### src/rtl/alu_arbiter_pkg.sv
// Shared definitions for the two-requester ALU arbiter: opcodes, FSM states,
// and latency/error classification helpers.
package alu_arbiter_pkg;

    typedef enum logic [3:0] {
        OP_ADD = 4'b0000,
        OP_SUB = 4'b0001,
        OP_MUL = 4'b0010,
        OP_DIV = 4'b0011,
        OP_REM = 4'b0100,
        OP_AND = 4'b0101,
        OP_OR  = 4'b0110,
        OP_XOR = 4'b0111,
        OP_SLL = 4'b1000,
        OP_SRL = 4'b1001,
        OP_SLT = 4'b1010
    } opcode_t;

    typedef enum logic [1:0] {
        S_IDLE = 2'd0,
        S_EXEC = 2'd1,
        S_RESP = 2'd2
    } state_t;

    // Multi-cycle ops take MULDIV_LAT execute cycles; everything else takes one.
    function automatic logic is_muldiv(input logic [3:0] op);
        return (op == OP_MUL) || (op == OP_DIV) || (op == OP_REM);
    endfunction

    function automatic logic is_illegal(input logic [3:0] op);
        return op > OP_SLT;
    endfunction

endpackage

### src/rtl/alu_arbiter_rr_arb2.sv
// Two-way round-robin grant: contention goes to the requester not granted last.
module rr_arb2 (
    input  logic       clk,
    input  logic       reset,
    input  logic [1:0] req,
    input  logic       advance,
    output logic [1:0] grant
);

    logic last_q;

    assign grant = (req == 2'b11) ? (last_q ? 2'b01 : 2'b10) : req;

    // Pointer starts at requester 1 so requester 0 wins the first contention.
    always_ff @(posedge clk or negedge reset) begin
        if (!reset) begin
            last_q <= 1'b1;
        end else if (advance) begin
            last_q <= grant[1];
        end
    end

endmodule

### src/rtl/alu_arbiter.sv
// Shares one external ALU between two requesters (IDLE -> EXEC -> RESP).
// Optional rsp_err output for unused opcodes is enabled by ALU_ARB_ERR_EN.
module alu_arbiter
    import alu_arbiter_pkg::*;
#(
    parameter int WIDTH      = 32,
    parameter int MULDIV_LAT = 4
) (
    input  logic             clk,
    input  logic             reset,
    input  logic             req0_valid,
    output logic             req0_ready,
    input  logic [3:0]       req0_op,
    input  logic [WIDTH-1:0] req0_a,
    input  logic [WIDTH-1:0] req0_b,
    input  logic             req1_valid,
    output logic             req1_ready,
    input  logic [3:0]       req1_op,
    input  logic [WIDTH-1:0] req1_a,
    input  logic [WIDTH-1:0] req1_b,
    output logic [WIDTH-1:0] alu_a,
    output logic [WIDTH-1:0] alu_b,
    output logic [3:0]       alu_op,
    input  logic [WIDTH-1:0] alu_result,
    input  logic             alu_zero,
    input  logic             alu_sign,
    input  logic             alu_ovf,
    output logic             rsp_valid,
    output logic             rsp_id,
    output logic [WIDTH-1:0] rsp_data,
    output logic             rsp_zero,
    output logic             rsp_sign,
    output logic             rsp_ovf
`ifdef ALU_ARB_ERR_EN
    ,
    output logic             rsp_err
`endif
);

    localparam logic [3:0] MD_LAT = 4'(MULDIV_LAT);

    state_t           state;
    logic [1:0]       grant;
    logic             accept;
    logic [3:0]       op_q;
    logic [3:0]       cnt_q;
    logic [WIDTH-1:0] a_q;
    logic [WIDTH-1:0] b_q;
    logic             id_q;
    logic [3:0]       sel_op;
    logic [WIDTH-1:0] sel_a;
    logic [WIDTH-1:0] sel_b;

    rr_arb2 u_arb (
        .clk     (clk),
        .reset   (reset),
        .req     ({req1_valid, req0_valid}),
        .advance (accept),
        .grant   (grant)
    );

    assign req0_ready = (state == S_IDLE) && grant[0];
    assign req1_ready = (state == S_IDLE) && grant[1];
    assign accept     = req0_ready || req1_ready;

    assign alu_a  = a_q;
    assign alu_b  = b_q;
    assign alu_op = op_q;

    always_comb begin
        // NOTE: assign every output first so no path leaves it unassigned (no latch).
        sel_op = req0_op;
        sel_a  = req0_a;
        sel_b  = req0_b;
        if (grant[1]) begin
            sel_op = req1_op;
            sel_a  = req1_a;
            sel_b  = req1_b;
        end
    end

    // NOTE: sequential state uses non-blocking assignments only.
    always_ff @(posedge clk or negedge reset) begin
        if (!reset) begin
            state     <= S_IDLE;
            op_q      <= '0;
            a_q       <= '0;
            b_q       <= '0;
            id_q      <= 1'b0;
            cnt_q     <= '0;
            rsp_valid <= 1'b0;
            rsp_id    <= 1'b0;
            rsp_data  <= '0;
            rsp_zero  <= 1'b0;
            rsp_sign  <= 1'b0;
            rsp_ovf   <= 1'b0;
`ifdef ALU_ARB_ERR_EN
            rsp_err   <= 1'b0;
`endif
        end else begin
            rsp_valid <= 1'b0;
            case (state)
                S_IDLE: begin
                    if (accept) begin
                        op_q  <= sel_op;
                        a_q   <= sel_a;
                        b_q   <= sel_b;
                        id_q  <= grant[1];
                        cnt_q <= is_muldiv(sel_op) ? MD_LAT : 4'd1;
                        state <= S_EXEC;
                    end
                end
                S_EXEC: begin
                    // Operands stay in a_q/b_q/op_q until the final cycle captures the result.
                    if (cnt_q == 4'd1) begin
                        rsp_valid <= 1'b1;
                        rsp_id    <= id_q;
                        rsp_data  <= alu_result;
                        rsp_zero  <= alu_zero;
                        rsp_sign  <= alu_sign;
                        rsp_ovf   <= alu_ovf;
`ifdef ALU_ARB_ERR_EN
                        rsp_err   <= is_illegal(op_q);
`endif
                        state     <= S_RESP;
                    end else begin
                        cnt_q <= cnt_q - 4'd1;
                    end
                end
                S_RESP: state <= S_IDLE;
                default: state <= S_IDLE;
            endcase
        end
    end

endmodule

### config.mk
export PLATFORM = sky130hd
export DESIGN_NAME = alu_arbiter
export DESIGN_NICKNAME = d
export VERILOG_FILES = /design/src/rtl/alu_arbiter_pkg.sv /design/src/rtl/alu_arbiter_rr_arb2.sv /design/src/rtl/alu_arbiter.sv
export SDC_FILE = /design/constraint.sdc
export NUM_CORES = 1
export LEC_CHECK = 0
export ABC_AREA = 1
export CAP_MARGIN = 20
export CORE_AREA = 3 3 134 136
export CTS_CLUSTER_SIZE = 30
export DETAILED_ROUTE_END_ITERATION = 8
export DIE_AREA = 0 0 137 139
export GPL_TIMING_DRIVEN = 0
export RECOVER_POWER = 25
export SLEW_MARGIN = 15
export SYNTH_ARGS = -nofsm -noshare
export SYNTH_HDL_FRONTEND = slang
export SYNTH_SLANG_ARGS = --single-unit
### constraint.sdc
create_clock -name clk -period 3.3 [get_ports clk]
set_input_delay 0.99 -clock clk [delete_from_list [all_inputs] [get_ports clk]]
set_output_delay 0.99 -clock clk [all_outputs]
set_load 0.01 [all_outputs]
==> out/metrics.csv, run 1 <==
metric;value;unit
clkTransAtPathRegs;50;ps
reg2reg_to;rsp_data[12];
grt_pass1_wl;28000;um
setup_viol;0;
slowest_delay;480;ps
final_cells;1132;
seq_area_frac_synth;0.559;
drive_gt1_frac;0.0794;
endpoint_kind;primary output;
grt_antenna_before_repair;0;
htreeDepth;4;
drc;0;
postCtsSetupRepairBufs;0;
finClkSkew;7.15;ps
yosysWarningCount;0;
reg2reg_slack;1630;ps
coreArea;17100;um^2
final_cell_mix;clkdlybuf4s50_1 (277), nand2_1 (190), dfrtp_1 (112), nor2_1 (73), nand3_1 (71);
diodes;0;
critical_path.slowest_cell;clkdlybuf4s50_1;
netlist_instances;596;
crit_buf_inv;3;
viasPerCell;4.60;
area_delta_synth_final;72.2;%
rsz0062_at_grt;no;
track_usage;0.188;
worstHoldStart;rsp_data[25];
r2r_start;cnt_q[1];
leakage;3.88;nW
max_cap_violations;0;
chipWidth;137;um
die-area;19000;um^2
numCtsBuffers;17;
grt_max_degree;63;
yosysUniqueCellTypes;22;
num_rows;48;
gr-total-overflow;0;
clockBufferDepth;2;
required;2310;ps
die_h;139;um
start_kind;input port;
cts-root-buf;clkbuf_16;
wl_per_cell;16.0;um
holdBufCountCts;0;
slew_headroom;0.0988;
gp_congestion;0.823;
period_share;0.945;
period_needed;3120;ps
p_per_area;919;nW/um^2
antenna_left;0;
wl;18100;um
rr_worst_depth;8;
placedCellCount;1102;
finalMaxSlewViolations;0;
path_max_fanout;7;
setup_tns;0;ps
worstMarginPinSlew;1350;ps
peakVddDrop;0.382;mV
cts_sinks;113;
cpLargestDelayFamily;buffers and inverters;
ios;282;
final_common_cell;clkdlybuf4s50_1;
synth_nets;773;
ys_ff_latch;113;
timing.final.hold_violations;0;
path_cells;clkdlybuf4s50_1, nand2_4, nand3_2, inv_1, dlygate4sd2_1;
fmax;0.321;GHz
initial_utilization;0.297;
avgSynthCellArea;8.49;um^2
first_iter_violations;188;
cp_data_arrival_time;2130;ps
critPathKind;input port to primary output;
drtPass1Iterations;4;
hp-class;flop to flop;
whs_path_depth;2;
min_to;rsp_data[25];
synth.cell_area;5060;um^2
status;finished, final reports clean;
cts_tree;built;
port_buffers;280;
final_nets;1073;
holdWs;464;ps
place_hpwl;13600;um
grt_pass1_vias;5161;
dr_total_vias;5204;
nFillCells;1705;
clkLatencyLatePin;410;ps
## logic make-up after synthesis
family / count (synthesis) / synth area share
AND/OR/NAND/NOR: 344 / 0.284
flip-flops: 113 / 0.559
AO/OA/AOI/OAI: 78 / 0.0934
buffers and inverters: 59 / 0.0586
adder cells (fa/ha/maj): 2 / 0.00494
## stage by stage
| step | total power (W) | util | worst slack, ps | instance area (um^2) |
|---|---|---|---|---|
| floorplan | 0.00423 | - | 915 | 5060 |
| global placement | 0.00628 | 0.478 | -3550 | 8150 |
| detailed placement | 0.00632 | 0.479 | -110 | 8170 |
| CTS | 0.00813 | 0.513 | 158 | 8740 |
| global route | 0.00859 | 0.511 | 117 | 8720 |
| finish | 0.00801 | 0.511 | 180 | 8720 |
## layer usage
layer	part of all wire	global-route usage
met2	0.47	0.301
met5	0	0
met4	0.021	0.0672
met1	0.43	0.240
met3	0.078	0.0584
## Yosys cell counts (all sizes together)
cell	instances	share of area
o21ai	9	0.0089
nand4	1	0.0012
nand3	73	0.074
clkbuf	11	0.0082
dfrtp	112	0.55
inv	17	0.013
buf	31	0.038
nand2	194	0.15
nand3b	1	0.0015
dfstp	1	0.0052
a21oi	3	0.0030
a31oi	66	0.082
ha	2	0.0049
nor2	75	0.059
## registers in the layout, summed over array words and instances, names as in the netlist
register	flops
alu_a	32
alu_b	32
rsp_data	32
alu_op	4
cnt_q	4
state	2
id_q	1
rsp_id	1
rsp_ovf	1
rsp_sign	1
rsp_valid	1
rsp_zero	1
u_arb.last_q	1
## timing repair
action,in CTS,in global routing
hold endpoints to repair,0,0
resized for setup,2,0
endpoints found under the setup margin,2,0
## worst register-to-register path: cells and delay by family, from the launching register on
family	cells	cell delay (ps)
fa+ha+maj	1	180
buf+inv	3	450
flops	1	360
simple gates	4	570
## final cells by class
class	instances	area, um^2	area share
buffer	42	233	0.0267
clock buffer	24	492	0.0564
clock inverter	6	80.1	0.00919
inverter	17	63.8	0.00732
multi-input combinational	424	1940	0.222
sequential	113	2830	0.325
tap	225	282	0.0323
timing repair buffer	281	2800	0.322
## worst max path at each step
stage,startpoint,end,cells past startpoint
floorplan,req1_valid,req0_ready,4
global placement,reset,alu_b[14],1
detailed placement,req0_valid,req1_ready,5
CTS,req0_valid,req1_ready,5
global route,req0_valid,req1_ready,5
finish,req0_valid,req1_ready,5
## report_power, final
| part | total, W | internal, W | switching, W |
|---|---|---|---|
| sequential | 0.00244 | 0.00209 | 0.000355 |
| clock | 0.00178 | 0.00118 | 0.000601 |
| combinational | 0.00379 | 0.00189 | 0.00190 |
| total | 0.00801 | 0.00516 | 0.00285 |
No activity file was read; power rests on OpenSTA's default activity.
==> run 2, diff against run 1 <==
--- a/config.mk
+++ b/config.mk
@@ -12,6 +12,7 @@
 export DETAILED_ROUTE_END_ITERATION = 8
 export DIE_AREA = 0 0 137 139
 export GPL_TIMING_DRIVEN = 0
+export HOLD_SLACK_MARGIN = 0.06
 export RECOVER_POWER = 25
 export SLEW_MARGIN = 15
 export SYNTH_ARGS = -nofsm -noshare
==> results of run 2 <==
Same layout as run 1: the final DEF is identical, and so are final timing and power.
